==> src/rtl/rs422_uart_rx.sv <==
// RS-422 serial receive stage: synchronizes rxd, recovers 8N1 frames (LSB first) by
// sampling at bit centres, and presents each good byte with a one-cycle strobe.
module rs422_uart_rx #(
  parameter int CLKS_PER_BIT = 512,  // must be >= 8
  parameter int DATA_BITS    = 8     // must be >= 2
) (
  input  logic                 clk59m,
  input  logic                 rst,
  input  logic                 rxd,
  output logic [DATA_BITS-1:0] rx_data,
  output logic                 rx_valid,
  output logic                 frame_err,
  output logic                 rx_busy
);

  localparam int CNT_W = $clog2(CLKS_PER_BIT);
  localparam int BIT_W = (DATA_BITS > 1) ? $clog2(DATA_BITS) : 1;

  localparam logic [CNT_W-1:0] HALF_END = CNT_W'(CLKS_PER_BIT / 2 - 1);
  localparam logic [CNT_W-1:0] FULL_END = CNT_W'(CLKS_PER_BIT - 1);
  localparam logic [BIT_W-1:0] LAST_BIT = BIT_W'(DATA_BITS - 1);

  typedef enum logic [2:0] {
    IDLE,
    START,
    DATA,
    STOP,
    BREAK
  } state_t;

  state_t               state_q, state_d;
  logic                 rxd_m, rxd_s;
  logic [CNT_W-1:0]     clk_cnt_q, clk_cnt_d;
  logic [BIT_W-1:0]     bit_cnt_q, bit_cnt_d;
  logic [DATA_BITS-1:0] shift_q, shift_d;
  logic                 load_byte;
  logic                 err_pulse;

  // NOTE: every signal written here gets a default first, so no path leaves one
  // unassigned and no latch is inferred.
  always_comb begin
    state_d   = state_q;
    clk_cnt_d = clk_cnt_q + 1'b1;
    bit_cnt_d = bit_cnt_q;
    shift_d   = shift_q;
    load_byte = 1'b0;
    err_pulse = 1'b0;

    unique case (state_q)
      IDLE: begin
        clk_cnt_d = '0;
        if (!rxd_s) state_d = START;
      end
      START: begin
        // Line back high at mid start bit means it was a glitch, not a frame.
        if (clk_cnt_q == HALF_END) begin
          clk_cnt_d = '0;
          bit_cnt_d = '0;
          state_d   = rxd_s ? IDLE : DATA;
        end
      end
      DATA: begin
        if (clk_cnt_q == FULL_END) begin
          clk_cnt_d = '0;
          shift_d   = {rxd_s, shift_q[DATA_BITS-1:1]};
          if (bit_cnt_q == LAST_BIT) state_d = STOP;
          else bit_cnt_d = bit_cnt_q + 1'b1;
        end
      end
      STOP: begin
        // Leaving at stop-bit centre leaves half a bit to catch a back-to-back start.
        if (clk_cnt_q == FULL_END) begin
          clk_cnt_d = '0;
          if (rxd_s) begin
            load_byte = 1'b1;
            state_d   = IDLE;
          end else begin
            err_pulse = 1'b1;
            state_d   = BREAK;
          end
        end
      end
      BREAK: begin
        clk_cnt_d = '0;
        if (rxd_s) state_d = IDLE;
      end
      default: begin
        clk_cnt_d = '0;
        state_d   = IDLE;
      end
    endcase
  end

  assign rx_busy = (state_q != IDLE);

  // NOTE: sequential state uses non-blocking assignments so every flop samples
  // the pre-edge values, independent of statement order.
  always_ff @(posedge clk59m) begin
    if (!rst) begin
      state_q   <= IDLE;
      rxd_m     <= 1'b1;
      rxd_s     <= 1'b1;
      clk_cnt_q <= '0;
      bit_cnt_q <= '0;
      shift_q   <= '0;
      rx_data   <= '0;
      rx_valid  <= 1'b0;
      frame_err <= 1'b0;
    end else begin
      state_q   <= state_d;
      rxd_m     <= rxd;
      rxd_s     <= rxd_m;
      clk_cnt_q <= clk_cnt_d;
      bit_cnt_q <= bit_cnt_d;
      shift_q   <= shift_d;
      rx_valid  <= load_byte;
      frame_err <= err_pulse;
      if (load_byte) rx_data <= shift_q;
    end
  end

endmodule
==> config.mk <==
export PLATFORM = sky130hd
export DESIGN_NAME = rs422_uart_rx
export DESIGN_NICKNAME = d
export VERILOG_FILES = /design/src/rtl/rs422_uart_rx.sv
export SDC_FILE = /design/constraint.sdc
export NUM_CORES = 1
export LEC_CHECK = 0
export BUFFER_PORTS_ARGS = -buffer_cell sky130_fd_sc_hd__buf_2
export CORE_UTILIZATION = 45
export CTS_CLUSTER_DIAMETER = 120
export DETAILED_ROUTE_END_ITERATION = 10
export SKIP_LAST_GASP = 1
export SLEW_MARGIN = 20
export SYNTH_ARGS = -nofsm -noshare
export SYNTH_HDL_FRONTEND = slang
export SYNTH_SLANG_ARGS = --single-unit
==> constraint.sdc <==
create_clock -name clk59m -period 4.7 [get_ports clk59m]
set_clock_uncertainty 0.05 [all_clocks]
set_input_delay 0.235 -clock clk59m [delete_from_list [all_inputs] [get_ports clk59m]]
set_output_delay 0.235 -clock clk59m [all_outputs]
set_load 0.005 [all_outputs]
# Word-level counts from Yosys, hierarchy flattened
# Cells that the tools add are included.
[totals]
out_inout_bits = 11
inputBits = 3
ff_bits = 35
wordCells = 53
[classes]
n_reduce_logical = 8
eq_ne = 14
addsub = 2
n_mux = 20
[ops]
columns = ["operator", "n"]
rows = [
  ["two-way mux 3 bit", 10],
  ["two-way mux 9 bit", 2],
  ["one-hot mux 9 bit (2 select lines)", 1],
  ["one-hot mux 3 bit (5 select lines)", 1],
  ["!= test 2 bit (second input constant)", 7],
  ["adder 9 x 1 -> 9 bit (second input constant)", 1],
  ["equality test 9 x 8 -> 1 bit (second input constant)", 1],
  ["equality test 9 bit (second input constant)", 1],
  ["equality test 3 x 2 -> 1 bit (second input constant)", 2],
  ["equality test 3 bit (second input constant)", 2],
  ["one-hot mux 3 bit (2 select lines)", 1],
  ["AND reduction 6 bit", 1],
  ["two-way mux 1 bit", 4],
  ["AND reduction 4 bit", 1],
  ["adder 3 x 1 -> 3 bit (second input constant)", 1],
  ["equality test 3 x 1 -> 1 bit (second input constant)", 1],
  ["zero test 3 bit", 1],
  ["AND reduction 3 bit", 1],
  ["nonzero test 3 bit", 1],
  ["two-way mux 2 bit", 1],
  ["AND reduction 2 bit", 1],
  ["nonzero test 2 bit", 1],
  ["OR reduction 2 bit", 1],
]

# Longest topological paths before layout
[logic_depth]
depth_word = 4
mapped_depth = 8
mapped_depth_nobuf = 8

# Least setup slack after synthesis
# OpenSTA, ideal clock, no wires.
[synth_timing]
path_kind = "register to register"
startpoint = "reg clk_cnt_q[0]"
endpoint = "reg shift_q[7]"
path_slack_ps = 2810
t_arrival_ps = 1713
path_stages_with_launch = 9
period_less_slack_ps = 1890
setup_time_ps = 128
n_path_buf = 1
required_time_ps = 4522
cell_sequence = "dfxtp_1 ha_1 nand3_1 nor2_1 ha_1 and4bb_4 buf_12 mux2i_1 nor2_1"
[synth_via]
elab_chain_len = 2
[synth_rtl]
columns = ["item", "line_no", "source"]
rows = [
  ["start, declared", "33", "logic [CNT_W-1:0] clk_cnt_q, clk_cnt_d;"],
  ["start signal, assigned", "113", "clk_cnt_q <= clk_cnt_d;"],
  ["equality test 9 bit", "63", "if (clk_cnt_q == FULL_END) begin"],
  ["AND reduction 2 bit (no line)", "--", ""],
  ["end signal, assigned", "115", "shift_q <= shift_d;"],
  ["end, declared", "35", "logic [DATA_BITS-1:0] shift_q, shift_d;"],
]
# Every way passes these cells.
# A chain may end at the register's enable or synchronous reset.

# Final worst setup path
# Same ends and word-level chain as after synthesis.

==> flow_metrics.py <==
metrics = {
    "die": {
        "dieWidth_um": 59.5,
        "core_mm2": 0.00310,
        "dieArea_mm2": 0.00354,
        "start_util_pct": 47.9,
        "num_rows": 20,
        "die_y_um": 59.5,
        "pin_count": 14,
    },
    "cts": {
        "cts_tree": "built",
        "cts.clk_slew.worst_paths_ps": 100,
        "cts_hold_buf": 0,
        "htreeDepth": 2,
        "post_cts_buffers": 0,
        "clk_latency_ps": 340,
        "cts_buffers": 5,
        "clk_path_buf_depth": 2,
        "cts_resized": 0,
        "root_buffer": "clkbuf_4",
        "clkSinkCount": 35,
    },
    "route": {
        "drt-vias-per-instance": 5.18,
        "wl_mm": 2.67,
        "avgRoutedWirePerCell_um": 12.6,
        "initialDrtViolationCount": 24,
        "firstDrtPassIters": 4,
        "drc": 0,
        "postRouteAntennaNets": 0,
        "vias": 1098,
    },
    "synth": {
        "ys_ff_latch": 35,
        "synth_area_per_cell_um2": 9.53,
        "seq_area_frac_synth_pct": 47.1,
        "syn_inst": 156,
        "yosys-top-cells-area": "dfxtp_1, mux2i_1, a21oi_1",
        "netlist_area_mm2": 0.00149,
        "synth_top_area_share_pct": 47.1,
        "synth_top_area_cell": "dfxtp_1",
        "yosys_warnings": 0,
        "netlist-cell-type-count": 34,
        "syn_nets": 165,
    },
    "timing": {
        "clock.fmax_ghz": 0.469,
        "tightest_slew_ps": 599,
        "setup_viol": 0,
        "rsz0062_at_grt": "false",
        "slew_violations": 0,
        "fin_crit_ps": 2130,
        "finalHoldViolations": 0,
        "post-route-period-util_pct": 45.4,
        "relSlewSlack_pct": 60.0,
        "totalNegativeSetupSlack_ps": 0,
    },
    "placement": {
        "portBuffers": 13,
        "post-dp-hpwl_mm": 1.85,
        "globalplace.congestion": 0.712,
    },
    "global_routing": {
        "grt_pass1_wl_mm": 4.65,
        "grt_start_max_net_pins": 21,
        "antenna_found_initial": 0,
        "overflow": 0,
        "gr-usage-all-layers_pct": 18.3,
        "grt_pass1_vias": 1043,
    },
    "power": {
        "power_density_mw_per_mm2": 319,
        "power_uw": 520,
        "total_leakage_power_uw": 0.000605,
        "peakVddDrop_uv": 169,
    },
    "worst_setup_path": {
        "rrSetupSlack_ps": 2570,
        "crit_path_cell_trace": "ha_1, nand3_1, nor2_1, ha_1, and4bb_4, mux2i_1, nor2_1",
        "crit_path_end_kind": "register",
        "arrival_ps": 2290,
        "crit_fanout": 11,
        "path_buf_inv": 0,
        "worstSetupStartpointType": "register",
        "path_class": "reg2reg",
        "max_stage_delay_ps": 420,
        "crit_required_ps": 4860,
        "critical_path.top_delay_family": "simple AND/OR/NAND/NOR gates",
        "slowest_stage": "dfxtp_1",
    },
    "layout": {
        "final_net_count": 177,
        "drive_gt1_share_pct": 16.1,
        "fill_cells": 293,
        "multi_input_area_um2": 707,
        "seqCellArea_um2": 701,
        "num_antenna_cells": 0,
        "area_growth_pct": 9.60,
    },
    "run_status": {
        "status": "finished, final reports clean",
    },
    "run": {
        "cap_violations": 0,
    },
    "hold_path": {
        "hold_path.class": "in2reg",
    },
}
cell type report:
class	instances	area share, %
timing repair buffer	13	3.99
clock inverter	2	2.30
multi-input combinational	106	43.4
inverter	7	1.61
tap	44	3.38
clock buffer	5	2.30
sequential	35	43.0
per-stage QoR:
step	worst slack (ps)	cells	utilization [%]	instance area (um^2)	hold slack, ps
5_1_grt	2300	212	52.5	1630	12.1
4_1_cts	2550	212	52.5	1630	27.8
2_1_floorplan	2810	156	-	1490	258
6_report	2570	212	52.5	1630	44.2
3_5_place_dp	2560	205	50.1	1550	352
3_3_place_gp	2650	205	50.1	1550	343
logic make-up after synthesis:
kind of cell / share of synthesized area [%]
buffers and inverters: 5.30
flip-flops: 47.1
adder cells (fa/ha/maj): 5.05
AO/OA/AOI/OAI: 13.1
AND/OR/NAND/NOR: 19.7
multiplexers: 7.91
XOR/XNOR: 1.77
routing by layer:
metal	track usage (%)	part of all wire (%)	up-vias
met5	0	0	-
met4	6.12	1.3	0
met3	8.52	3.6	5
met2	27.1	44	11
met1	23.3	51	511
li1	-	-	571
layout by cell type (no fill, tap or decap):
cell type | netlist | final
o21ai_0 | 11 | 11
a32oi_1 | 2 | 2
nor3_1 | 1 | 1
clkbuf_4 | 0 | 5
nand2_1 | 4 | 4
or3_1 | 4 | 4
nand4_1 | 1 | 1
mux2i_1 | 8 | 8
and4b_2 | 1 | 1
ha_1 | 6 | 6
a311oi_1 | 1 | 1
o21bai_2 | 1 | 1
a21oi_2 | 1 | 1
nand2b_1 | 3 | 3
xor2_1 | 2 | 2
bufinv_16 | 0 | 1
xnor2_1 | 1 | 1
a31oi_1 | 1 | 1
dfxtp_1 | 35 | 35
nand4bb_1 | 1 | 1
and2b_1 | 1 | 1
clkinvlp_4 | 0 | 1
mux4_1 | 1 | 1
and4bb_4 | 1 | 1
nor3b_1 | 1 | 1
nand3b_1 | 1 | 1
a211oi_2 | 1 | 1
buf_2 | 2 | 13
inv_1 | 7 | 7
mux2_2 | 1 | 1
nand4b_2 | 1 | 1
nor2_1 | 19 | 19
a21oi_1 | 15 | 15
nand3_1 | 15 | 15
synthesized netlist by cell type:
| cell | instances |
|---|---|
| nand4bb_1 | 1 |
| nand3b_1 | 1 |
| o21ai_0 | 11 |
| buf_2 | 2 |
| inv_1 | 7 |
| a311oi_1 | 1 |
| a21oi_2 | 1 |
| mux4_1 | 1 |
| xnor2_1 | 1 |
| nand3_1 | 15 |
| o21bai_2 | 1 |
| buf_4 | 1 |
| nand2_1 | 4 |
| and4bb_4 | 1 |
| ha_1 | 6 |
| nor3b_1 | 1 |
| clkbuf_1 | 4 |
| mux2_2 | 1 |
| nor3_1 | 1 |
| nand2b_1 | 3 |
| or3_1 | 4 |
| a32oi_1 | 2 |
| buf_12 | 1 |
| and4b_2 | 1 |
| nor2_1 | 19 |
| mux2i_1 | 8 |
| nand4_1 | 1 |
| and2b_1 | 1 |
| dfxtp_1 | 35 |
| a21oi_1 | 15 |
| xor2_1 | 2 |
| a211oi_2 | 1 |
| a31oi_1 | 1 |
| nand4b_2 | 1 |
power breakdown:
part | leakage [uW] | internal, uW | total (uW) | switching, uW
combinational | 0.000285 | 3.98 | 10.7 | 6.69
sequential | 0.000282 | 298 | 301 | 2.98
clock | 0.0000373 | 109 | 208 | 99.3
total | 0.000605 | 411 | 520 | 109
path summary, 6_finish.rpt:
path,startpoint,to,cells after the start
hold / removal,rxd,rxd_m,2
setup reg to reg,clk_cnt_q[0],shift_q[7],7
setup / recovery,clk_cnt_q[0],shift_q[7],7
hold reg to reg,rxd_m,rxd_s,1
state kept, by name (all words and copies together), names as in the netlist:
name and flops:
rx_valid 1, shift_q 8, state_q 3, rxd_m 1
bit_cnt_q 3, frame_err 1, rxd_s 1, rx_data 8
clk_cnt_q 9
No activity file was read; power rests on OpenSTA's default activity.
